$ cat src/rtl/hz_pkg.sv
// Shared types and constants for the pipeline hazard controller.
package hz_pkg;

    typedef enum logic [1:0] {
        HZ_RUN   = 2'd0,
        HZ_STALL = 2'd1,
        HZ_WAIT  = 2'd2
    } hz_state_e;

    localparam int unsigned FWD_W = 2;

    localparam logic [FWD_W-1:0] FWD_RF  = 2'b00;
    localparam logic [FWD_W-1:0] FWD_EX  = 2'b01;
    localparam logic [FWD_W-1:0] FWD_MEM = 2'b10;
    localparam logic [FWD_W-1:0] FWD_WB  = 2'b11;

endpackage

$ cat src/rtl/hz_fwd_sel.sv
// Operand forwarding select for one source register; youngest producing stage wins.
module hz_fwd_sel
    import hz_pkg::*;
#(
    parameter int unsigned REG_AW = 4,
    parameter int unsigned PC_REG = 15
) (
    input  logic [REG_AW-1:0] src,
    input  logic              src_used,
    input  logic [REG_AW-1:0] ex_rd,
    input  logic              ex_we,
    input  logic              ex_load,
    input  logic [REG_AW-1:0] mem_rd,
    input  logic              mem_we,
    input  logic [REG_AW-1:0] wb_rd,
    input  logic              wb_we,
    output logic [FWD_W-1:0]  sel_c
);

    // A load in EX has no data yet; it is covered by the load-use bubble instead.
    always_comb begin
        sel_c = FWD_RF;
        if (src_used && (src != REG_AW'(PC_REG))) begin
            if (ex_we && !ex_load && (ex_rd == src)) begin
                sel_c = FWD_EX;
            end else if (mem_we && (mem_rd == src)) begin
                sel_c = FWD_MEM;
            end else if (wb_we && (wb_rd == src)) begin
                sel_c = FWD_WB;
            end
        end
    end

endmodule

$ cat src/rtl/hazard_stall_unit.sv
// Hazard controller: load-use bubbles, branch flush, memory-wait freeze,
// operand forwarding and a saturating stall-cycle counter.
module hazard_stall_unit
    import hz_pkg::*;
#(
    parameter int unsigned REG_AW = 4,
    parameter int unsigned PC_REG = 15,
    parameter int unsigned CNT_W  = 16
) (
    input  logic              clk,
    input  logic              reset_n,
    input  logic [REG_AW-1:0] id_rn,
    input  logic [REG_AW-1:0] id_rm,
    input  logic [REG_AW-1:0] id_rd,
    input  logic              id_use_rn,
    input  logic              id_use_rm,
    input  logic              id_use_rd,
    input  logic              id_rf_enable,
    input  logic              id_load_instr,
    input  logic              id_branch_taken,
    input  logic              mem_busy,
    output logic              SS,
    output logic              PC_LE,
    output logic              IF_ID_LE,
    output logic              IF_ID_flush,
    output logic              pipe_hold,
    output logic [FWD_W-1:0]  fwd_rn_sel,
    output logic [FWD_W-1:0]  fwd_rm_sel,
    output logic [FWD_W-1:0]  fwd_rd_sel,
    output logic [1:0]        hz_state,
    output logic [CNT_W-1:0]  stall_cycles
);

    localparam logic [CNT_W-1:0] CNT_MAX = '1;

    hz_state_e         state;
    logic [REG_AW-1:0] ex_rd, mem_rd, wb_rd;
    logic              ex_we, mem_we, wb_we;
    logic              ex_load, mem_load, wb_load;
    logic              src_hit_c;
    logic              load_use_c;

    // Any used ID source that names the destination of a load sitting in EX.
    always_comb begin
        src_hit_c = (id_use_rn && (id_rn == ex_rd))
                 || (id_use_rm && (id_rm == ex_rd))
                 || (id_use_rd && (id_rd == ex_rd));
        load_use_c = !mem_busy && ex_we && ex_load && src_hit_c;
    end

    assign SS          = load_use_c;
    assign pipe_hold   = mem_busy;
    assign PC_LE       = !mem_busy && !load_use_c;
    assign IF_ID_LE    = !mem_busy && !load_use_c;
    assign IF_ID_flush = id_branch_taken && !load_use_c && !mem_busy;
    assign hz_state    = state;

    always_ff @(posedge clk or negedge reset_n) begin
        if (!reset_n) begin
            state <= HZ_RUN;
        end else if (mem_busy) begin
            state <= HZ_WAIT;
        end else if (load_use_c) begin
            state <= HZ_STALL;
        end else begin
            state <= HZ_RUN;
        end
    end

    // Shadow of destination info travelling down EX/MEM/WB; frozen with the pipeline.
    always_ff @(posedge clk or negedge reset_n) begin
        if (!reset_n) begin
            ex_rd    <= '0;
            mem_rd   <= '0;
            wb_rd    <= '0;
            ex_we    <= 1'b0;
            mem_we   <= 1'b0;
            wb_we    <= 1'b0;
            ex_load  <= 1'b0;
            mem_load <= 1'b0;
            wb_load  <= 1'b0;
        end else if (!pipe_hold) begin
            ex_rd    <= id_rd;
            ex_we    <= id_rf_enable && !load_use_c;
            ex_load  <= id_load_instr;
            mem_rd   <= ex_rd;
            mem_we   <= ex_we;
            mem_load <= ex_load;
            wb_rd    <= mem_rd;
            wb_we    <= mem_we;
            wb_load  <= mem_load;
        end
    end

    always_ff @(posedge clk or negedge reset_n) begin
        if (!reset_n) begin
            stall_cycles <= '0;
        end else if ((load_use_c || mem_busy) && (stall_cycles != CNT_MAX)) begin
            stall_cycles <= stall_cycles + CNT_W'(1);
        end
    end

    hz_fwd_sel #(.REG_AW(REG_AW), .PC_REG(PC_REG)) u_fwd_rn (
        .src(id_rn), .src_used(id_use_rn),
        .ex_rd(ex_rd), .ex_we(ex_we), .ex_load(ex_load),
        .mem_rd(mem_rd), .mem_we(mem_we), .wb_rd(wb_rd), .wb_we(wb_we),
        .sel_c(fwd_rn_sel)
    );

    hz_fwd_sel #(.REG_AW(REG_AW), .PC_REG(PC_REG)) u_fwd_rm (
        .src(id_rm), .src_used(id_use_rm),
        .ex_rd(ex_rd), .ex_we(ex_we), .ex_load(ex_load),
        .mem_rd(mem_rd), .mem_we(mem_we), .wb_rd(wb_rd), .wb_we(wb_we),
        .sel_c(fwd_rm_sel)
    );

    hz_fwd_sel #(.REG_AW(REG_AW), .PC_REG(PC_REG)) u_fwd_rd (
        .src(id_rd), .src_used(id_use_rd),
        .ex_rd(ex_rd), .ex_we(ex_we), .ex_load(ex_load),
        .mem_rd(mem_rd), .mem_we(mem_we), .wb_rd(wb_rd), .wb_we(wb_we),
        .sel_c(fwd_rd_sel)
    );

    logic unused_load;
    assign unused_load = mem_load ^ wb_load;

endmodule
$ cat config.mk
export PLATFORM = sky130hd
export DESIGN_NAME = hazard_stall_unit
export DESIGN_NICKNAME = d
export VERILOG_FILES = /design/src/rtl/hz_pkg.sv /design/src/rtl/hz_fwd_sel.sv /design/src/rtl/hazard_stall_unit.sv
export SDC_FILE = /design/constraint.sdc
export NUM_CORES = 1
export LEC_CHECK = 0
export CAP_MARGIN = 40
export CORE_AREA = 2 2 68 77
export DETAILED_ROUTE_END_ITERATION = 7
export DIE_AREA = 0 0 70 79
export PLACE_DENSITY = 0.73
export REMOVE_ABC_BUFFERS = 1
export SLEW_MARGIN = 20
export SYNTH_ARGS = -nofsm -noshare
export SYNTH_HDL_FRONTEND = slang
export SYNTH_SLANG_ARGS = --single-unit
$ cat constraint.sdc
create_clock -name clk -period 1.84 [get_ports clk]
set_input_delay 0.368 -clock clk [delete_from_list [all_inputs] [get_ports clk]]
set_output_delay 0.368 -clock clk [all_outputs]
set_load 0.02 [all_outputs]
# ---- Word-level counts from Yosys, hierarchy flattened
# Index checks and enable logic that the tools add are counted.
dict set report totals {
  reg_bits 34
  inputBits 21
  out_inout_bits 29
}
dict set report classes {
  addsub 1
  eq_ne 16
  n_mux 14
  n_reduce_logical 30
}
# operator n
set ops {}
lappend ops {{$eq A4 B4 Y1} 12}
lappend ops {{$mux W2} 13}
lappend ops {{$logic_and A1 B1 Y1} 24}
lappend ops {{$add A16 B1 Y16 const B} 1}
lappend ops {{$ne A16 B16 Y1 const B} 1}
lappend ops {{$ne A4 B4 Y1 const B} 3}
lappend ops {{$logic_not A1 Y1} 3}
lappend ops {{$logic_or A1 B1 Y1} 3}
lappend ops {{$mux W1} 1}

# ---- Depth between registers and ports, before layout
# Gate-level depths: netlist of the first run.
dict set report logic_depth {
  depth_word 8
  ltp_mapped 8
}

# ---- Modules after synthesis
# Synthesis of the first run repeated with hierarchy kept, for this count alone.
dict set report unflattened {
  hier_cells 208
  area_unflattened_um2 2287.2
}
# module n_inst cells_per_inst area_per_inst_um2 seq_area_each_um2
set by_module_without_submodules {}
lappend by_module_without_submodules {hazard_stall_unit 1 133 1720.4 850.8}
lappend by_module_without_submodules {hz_fwd_sel 3 25 188.9 0.0}

# ---- Least setup slack after synthesis of the first run
# OpenSTA, ideal clock, no wires.
dict set report synth_path {
  path_kind {input port to output port}
  startpoint {input id_rd[1]}
  endpoint {output IF_ID_flush}
  arrival_ns 1.718
  required_time_ns 1.472
  path_slack_ns -0.246
  stages 7
  cell_sequence {clkbuf_1 > xnor2_1 > nand4_1 > o22a_1 > a21oi_1 > nor2_1 > and2_1}
}
dict set report synth_via {
  elab_chain_len 7
}
# item line_no
set synth_rtl {}
lappend synth_rtl {{from (decl)} hazard_stall_unit.sv:14} ;# input logic [REG_AW-1:0] id_rd,
lappend synth_rtl {{$eq A4 B4 Y1} hazard_stall_unit.sv:47} ;# || (id_use_rd && (id_rd == ex_rd));
lappend synth_rtl {{$logic_and A1 B1 Y1} hazard_stall_unit.sv:47}
lappend synth_rtl {{$logic_or A1 B1 Y1} hazard_stall_unit.sv:47}
lappend synth_rtl {{$logic_and A1 B1 Y1} hazard_stall_unit.sv:48} ;# load_use_c = !mem_busy && ex_we && ex_load && src_hit_c;
lappend synth_rtl {{$logic_not A1 Y1} hazard_stall_unit.sv:55} ;# assign IF_ID_flush = id_branch_taken && !load_use_c && !mem_busy;
lappend synth_rtl {{$logic_and A1 B1 Y1 (2 in a row)} hazard_stall_unit.sv:55}
lappend synth_rtl {{to (decl)} hazard_stall_unit.sv:25} ;# output logic IF_ID_flush,
# No other way between the ends.

# ---- Worst setup path in the final report of the first run
dict set report layout_path {
  startpoint {register ex_rd[2]}
  endpoint {output PC_LE}
}
dict set report layout_via {
  elab_chain_len 7
}
# item line_no
set layout_rtl {}
lappend layout_rtl {{from (decl)} hazard_stall_unit.sv:37} ;# logic [REG_AW-1:0] ex_rd, mem_rd, wb_rd;
lappend layout_rtl {{from (signal assigned)} hazard_stall_unit.sv:83} ;# ex_rd <= id_rd;
lappend layout_rtl {{$eq A4 B4 Y1 (on tied branches)} {hazard_stall_unit.sv:45, hazard_stall_unit.sv:46}}
lappend layout_rtl {{$logic_and A1 B1 Y1 (on tied branches)} {hazard_stall_unit.sv:45, hazard_stall_unit.sv:46}}
lappend layout_rtl {{$logic_or A1 B1 Y1} hazard_stall_unit.sv:46} ;# || (id_use_rm && (id_rm == ex_rd))
lappend layout_rtl {{$logic_or A1 B1 Y1 *} hazard_stall_unit.sv:47}
lappend layout_rtl {{$logic_and A1 B1 Y1 *} hazard_stall_unit.sv:48}
lappend layout_rtl {{$logic_not A1 Y1 *} hazard_stall_unit.sv:53} ;# assign PC_LE = !mem_busy && !load_use_c;
lappend layout_rtl {{$logic_and A1 B1 Y1 *} hazard_stall_unit.sv:53}
lappend layout_rtl {{to (decl)} hazard_stall_unit.sv:23} ;# output logic PC_LE,
# Every way passes the cells marked *; elsewhere a longest branch is shown, timed or not.

==> impl_metrics.py, run 1 <==
metrics = {
    "run_status": {
        "status": "complete, but fails checks",
        "violations": "negative setup slack",
    },
    "detailed_routing": {
        "wirelength_mm": 5.45,
        "first_pass_iters": 4,
        "drt_iter0_drc": 69,
        "wl_per_cell_um": 15.4,
        "drc": 0,
        "vias": 1807,
        "final_antenna_net_count": 0,
        "vias_per_cell": 5.12,
    },
    "synthesis": {
        "synthDistinctLibCells": 34,
        "synth_top_area_share_pct": 42.0,
        "synth.largest_area_cell": "dfrtp_1",
        "ys_seq_elements": 34,
        "synth_common_cells": "dfrtp_1 (34), xnor2_1 (26), xor2_1 (23)",
        "synthArstFlopShare_pct": 100,
        "avgSynthCellArea_um2": 11.0,
        "synth_top_flop_cell": "dfrtp_1",
        "ys_warn_count": 0,
        "syn_area_um2": 2030,
        "synth_edf_count": 0,
        "synth.most_common_cell": "dfrtp_1",
        "ys_seq_area_share_pct": 42.0,
        "synthTopCellsByArea": "dfrtp_1 (42%), xnor2_1 (11%), xor2_1 (9.9%)",
        "syn-instance-count": 185,
    },
    "worst_setup_path": {
        "critPathTopFamily": "compound AO/OA/AOI/OAI gates",
        "crit_type": "reg2out",
        "crit_chain": "buf_6, xnor2_2, nand4_1, o22a_1, a21oi_2, nor2_1, buf_4, buf_6",
        "regToRegSetupSlack_ns": -0.19,
        "critPathArrivalTime_ns": 1.92,
        "cp_slowest_stage_delay_ns": 0.41,
        "worst-path-buf-inv": 3,
        "required_ns": 1.47,
        "crit_top_cell": "buf_6",
        "crit_path_end_kind": "output port",
        "cp-start-kind": "flop",
        "path_max_fanout": 3,
        "r2r_end": "stall_cycles[1]$_DFFE_PN0P_",
        "crit_slowest_cell": "dfrtp_1",
        "rr_worst_depth": 8,
        "reg2reg_from": "ex_rd[1]$_DFFE_PN0N_",
    },
    "clock_network": {
        "ctsLongestPathBuffers": 2,
        "cts-hold-fix-buffers": 0,
        "clock_latency_ns": 0.29,
        "cts_root_buffer": "clkbuf_8",
        "clk_pin_slew_ns": 0.07,
        "cts_sinks": 34,
        "htreeDepth": 2,
        "cts_tree": "built",
        "cts_buffers": 5,
    },
    "placement": {
        "dp_cells": 339,
        "dp_slack_ns": -0.976,
        "placement.io_buffers": 49,
        "dpl.hpwl_mm": 3.74,
        "gp_congestion": 0.852,
    },
    "global_routing": {
        "grt_pass1_wl_mm": 8.91,
        "grt_max_degree": 35,
        "track_usage_pct": 20.5,
        "gr-total-overflow": 0,
        "grt_pass1_vias": 1908,
        "antenna_found_initial": 0,
    },
    "timing": {
        "worst_slack_ns": -0.444,
        "max_slew_margin_pct": 70.7,
        "finalSetupViolCount": 26,
        "worst_slew_pin_slew_ns": 0.440,
        "finalMaxSlewViolations": 0,
        "hold_viol_final": 0,
        "fmax_mhz": 438,
        "finalCritPeriodShare_pct": 124,
        "grt_setup_unrepaired": "true",
        "clock_skew_ns": 0.00905,
        "finalCriticalPeriod_ns": 2.28,
    },
    "pwr": {
        "power.density_nw_per_um2": 804,
        "p_total_mw": 2.64,
        "vdd_drop_max_v": 0.000974,
        "power.leakage_nw": 1.45,
    },
    "floorplan": {
        "pin_count": 50,
        "initial_core_util_pct": 42.3,
        "dieWidth_um": 70,
        "core_region_area_um2": 4800,
        "rows": 27,
        "die_area_um2": 5530,
        "fp.dieH_um": 79,
    },
    "hold_path": {
        "hp-class": "in2async",
    },
    "layout": {
        "nFillCells": 381,
        "drive_above_1_share_pct": 46.4,
        "nets": 316,
        "diodes": 0,
        "area_growth_pct": 61.9,
        "final_cells": 353,
        "utilization_pct": 68.4,
    },
    "run": {
        "maxCapViolations": 0,
    },
}
## power by group
part	internal (mW)	switching (mW)	leakage (nW)
clock network	0.301	0.284	0.0472
registers	0.867	0.124	0.413
logic	0.585	0.477	0.987
## what timing repair did
item	CTS	global route
gates resized for setup	94	25
endpoints found under the setup margin	28	27
cloned	0	1
pin swaps	26	24
buffers inserted	4	3
## cells in the final DEF (no fill, tap or decap), types with 2 or more instances in the layout
master,count
dfrtp_1,25
nor2_1,7
inv_1,3
dfrtp_2,9
a21oi_1,2
nand4_1,9
xnor2_2,3
nor4_4,2
xnor2_1,24
xor2_2,4
xor2_1,18
mux2_2,15
clkbuf_8,6
nand2_1,11
a21oi_2,4
nand3_2,5
clkdlybuf4s15_1,3
buf_6,13
nor4_2,2
nor2b_1,4
clkbuf_2,2
and3_1,7
clkdlybuf4s50_1,26
dlygate4sd2_1,8
nand3_1,3
nor3_2,5
buf_4,53
## sequential cells by signal (all words and copies together) (netlist names)
name and count:
wb_we 1, ex_rd 4, hz_state 2, wb_rd 4, ex_we 1, mem_we 1, ex_load 1, stall_cycles 16
mem_rd 4
## through the flow
stage | hold WS [ns] | setup TNS [ns] | area, um2
after floorplan | 0.0724 | -2.10 | 1990
after global placement | 0.484 | -16.09 | 2960
after detailed placement | 0.488 | -16.60 | 2960
after CTS | 0.493 | -6.71 | 3170
after global routing | 0.506 | -7.87 | 3280
final | 0.484 | -5.34 | 3280
## how the worst max path moves through the flow
stage	start	endpoint	slack [ns]	cells past startpoint
2_1_floorplan	ex_rd[3]$_DFFE_PN0N_	IF_ID_flush	-0.41	6
3_3_place_gp	id_rn[1]	fwd_rn_sel[1]	-0.96	9
3_5_place_dp	id_rd[2]	SS	-0.98	7
4_1_cts	ex_rd[2]$_DFFE_PN0N_	IF_ID_flush	-0.50	8
5_1_grt	ex_rd[2]$_DFFE_PN0N_	IF_ID_flush	-0.54	8
6_report	ex_rd[2]$_DFFE_PN0N_	PC_LE	-0.44	8
## metal layers
layer,global-route usage [%],share of wire (%)
met5,0,0
met1,23.6,39
met3,3.43,4.0
met4,9.81,4.0
met2,37.0,53
## kinds of logic (layout without fill, tap and decap cells)
family | count (synthesis) | in the layout | synth area share (%)
AO/OA/AOI/OAI | 11 | 11 | 4.20
flip-flops | 34 | 34 | 42.0
AND/OR/NAND/NOR | 63 | 63 | 19.4
adder cells (fa/ha/maj) | 1 | 1 | 0.617
buffers and inverters | 9 | 119 | 2.41
multiplexers | 17 | 17 | 9.38
XOR/XNOR | 50 | 50 | 22.0
## area by class of cell
type / count / area, um2 / area share (%)
inverter: 3 / 11.3 / 0.343
multi-input combinational: 142 / 1270 / 38.9
clock buffer: 6 / 82.6 / 2.52
timing repair buffer: 108 / 965 / 29.4
sequential: 34 / 862 / 26.3
tap: 58 / 72.6 / 2.21
clock inverter: 2 / 12.5 / 0.381
(Power assumes the default switching activity.)
==> run 2: changes to the inputs <==
- ABC_CLOCK_PERIOD_IN_PS: not set -> 1840
- CORE_AREA: 2 2 68 77 -> 2 2 71 79
- DIE_AREA: 0 0 70 79 -> 0 0 73 81
- PLACE_DENSITY: 0.73 -> 0.75
- SYNTH_HIERARCHICAL: not set -> 1
==> impl_metrics.py, run 2 <==
metrics = {
    "layout": {
        "largest_register_ffs": 16,
        "regMostFlops": "stall_cycles",
        "final_common_cell": "buf_4",
        "drive_above_1_share_pct": 46.5,
        "nets": 337,
        "diodes": 0,
        "area_growth_pct": 60.6,
        "postLayoutCellArea_um2": 3670,
        "most-common-layout-cells": "buf_4 (44), xor2_1 (40), dfrtp_1 (30), clkdlybuf4s50_1 (24), buf_6 (18)",
    },
    "timing": {
        "clock_skew_ns": 0.0103,
        "finalCritPeriodShare_pct": 119,
        "final.setup.tns_ns": -5.02,
        "whs_ns": 0.489,
        "finalMaxSlewViolations": 0,
        "max_slew_margin_pct": 70.6,
        "worst_slew_pin_slew_ns": 0.441,
        "finalCriticalPeriod_ns": 2.19,
        "hold_viol_final": 0,
        "fmax_mhz": 457,
        "grt_setup_unrepaired": "true",
        "worst_slack_ns": -0.351,
        "finalSetupViolCount": 26,
    },
    "floorplan": {
        "dieWidth_um": 73,
        "die_area_um2": 5910,
        "pin_count": 50,
        "initial_core_util_pct": 43.8,
        "core_region_area_um2": 5220,
        "fp.dieH_um": 81,
        "rows": 28,
    },
    "synthesis": {
        "synthDistinctLibCells": 40,
        "synthArstFlopShare_pct": 100,
        "avgSynthCellArea_um2": 11.0,
        "ys_warn_count": 6,
        "ys_seq_area_share_pct": 37.2,
        "synth-simple-area-share_pct": 23.5,
        "yosys.area_share.adder_pct": 0.547,
        "synth_edf_count": 0,
        "syn_area_um2": 2290,
        "synth_xor_area_share_pct": 24.1,
        "synth_top_flop_cell": "dfrtp_1",
        "synth_top_area_share_pct": 37.2,
        "synth_common_cells": "xor2_1 (44), dfrtp_1 (34), xnor2_1 (19)",
        "synthTopCellsByArea": "dfrtp_1 (37%), xor2_1 (17%), mux2_2 (7.4%)",
        "synth_compound_area_share_pct": 3.99,
        "ys_seq_elements": 34,
        "syn-instance-count": 208,
        "synth_top_family_by_area": "XOR/XNOR gates",
        "synth.most_common_cell": "xor2_1",
        "synth.largest_area_cell": "dfrtp_1",
        "synth.area.mux_share_pct": 8.04,
    },
    "detailed_routing": {
        "wirelength_mm": 6.48,
        "drt_iter0_drc": 44,
        "wl_per_cell_um": 17.2,
        "final_antenna_net_count": 0,
        "vias": 1987,
        "drc": 0,
        "vias_per_cell": 5.28,
        "first_pass_iters": 4,
    },
    "placement": {
        "gp_congestion": 0.845,
        "post_dp_cell_area_um2": 3120,
        "placement.io_buffers": 49,
        "dpl.hpwl_mm": 4.13,
    },
    "clock_network": {
        "cts_tree": "built",
        "clk_pin_slew_ns": 0.08,
        "cts_sinks": 34,
        "ctsLongestPathBuffers": 2,
        "cts_root_buffer": "clkbuf_8",
        "clock_latency_ns": 0.29,
        "cts_buffers": 5,
        "htreeDepth": 2,
        "cts-hold-fix-buffers": 0,
    },
    "global_routing": {
        "gr-total-overflow": 0,
        "track_usage_pct": 21.4,
        "grt_pass1_wl_mm": 9.70,
        "grt_pass1_vias": 1993,
        "grt_max_degree": 35,
        "antenna_found_initial": 0,
    },
    "pwr": {
        "p_total_mw": 2.91,
        "power.leakage_nw": 1.66,
        "vdd_drop_max_v": 0.000856,
        "power.density_nw_per_um2": 792,
    },
    "worst_setup_path": {
        "critPathArrivalTime_ns": 1.82,
        "reg2reg_from": "ex_rd[1]$_DFFE_PN0N_",
        "crit_path_end_kind": "output port",
        "cp-start-kind": "flop",
        "rr_worst_depth": 9,
        "regToRegSetupSlack_ns": -0.24,
        "path_max_fanout": 7,
        "required_ns": 1.47,
        "crit_type": "reg2out",
        "r2r_end": "stall_cycles[1]$_DFFE_PN0P_",
    },
    "run": {
        "maxCapViolations": 0,
    },
    "hold_path": {
        "hp-class": "in2async",
    },
    "run_status": {
        "status": "complete, but fails checks",
        "violations": "negative setup slack",
    },
}
-- run 2: worst max-delay path by stage --
stage	from	to	slack (ns)
after global placement	id_rd[0]	IF_ID_flush	-0.86
final	ex_rd[1]$_DFFE_PN0N_	fwd_rd_sel[0]	-0.35
after CTS	ex_rd[3]$_DFFE_PN0N_	IF_ID_flush	-0.28
after floorplan	ex_rd[1]$_DFFE_PN0N_	IF_ID_flush	-0.76
after global routing	ex_rd[1]$_DFFE_PN0N_	fwd_rd_sel[0]	-0.41
after detailed placement	id_rd[0]	IF_ID_flush	-0.89
-- run 2: cell families (layout without fill, tap and decap cells) --
logic type | count (synthesis) | in the layout
simple gates | 71 | 71
xor+xnor | 63 | 63
flops | 34 | 34
mux | 16 | 16
compound gates | 13 | 13
buf+inv | 10 | 118
fa+ha+maj | 1 | 1
-- run 2: metrics by stage --
step                setup slack (ns)  std cells  util (%)
floorplan                     -0.764        203         -
CTS                           -0.278        365      64.6
global route                  -0.407        376      70.4
finish                        -0.351        376      70.4
detailed placement            -0.891        352      59.9
global placement              -0.860        352      59.9
-- run 2: routing by layer --
layer / share of wire [%] / routed length [um] / GRT usage (%) / vias up
met4: 1.7 / 110 / 6.85 / 0
li1: - / - / - / 935
met2: 54 / 3510 / 38.6 / 62
met3: 4.1 / 269 / 2.98 / 12
met5: 0 / 0 / 0 / -
met1: 40 / 2600 / 26.1 / 978
-- run 2: area by class of cell --
class                   count  area [um2]
multi-input cells         164        1660
fillers                   377        1550
repair buffers            105         967
flip-flops and latches     34         856
clock buffers               7        86.3
well taps                  60        75.1
inverters                   5        18.8
clock inverters             1        5.00
-- run 2: where the power goes --
part           total [mW]  internal [mW]  switching (mW)
clock network       0.580          0.302           0.278
registers            1.09          0.895           0.190
logic                1.25          0.679           0.566
total                2.91           1.88            1.03
-- run 2: what timing repair did --
action	in CTS	in global routing
pin swaps	24	39
resized for setup	103	42
endpoints found under the setup margin	27	26
buffers inserted	5	11
gates cloned	0	0
-- run 2: worst max-delay path, stage by stage, from the launching register on --
cell and delay [ns]:
dfrtp_2 0.50, buf_4 0.17, buf_6 0.11, xor2_2 0.14, nor3b_2 0.21, nand3_1 0.11, o21ai_1 0.11, buf_4 0.17
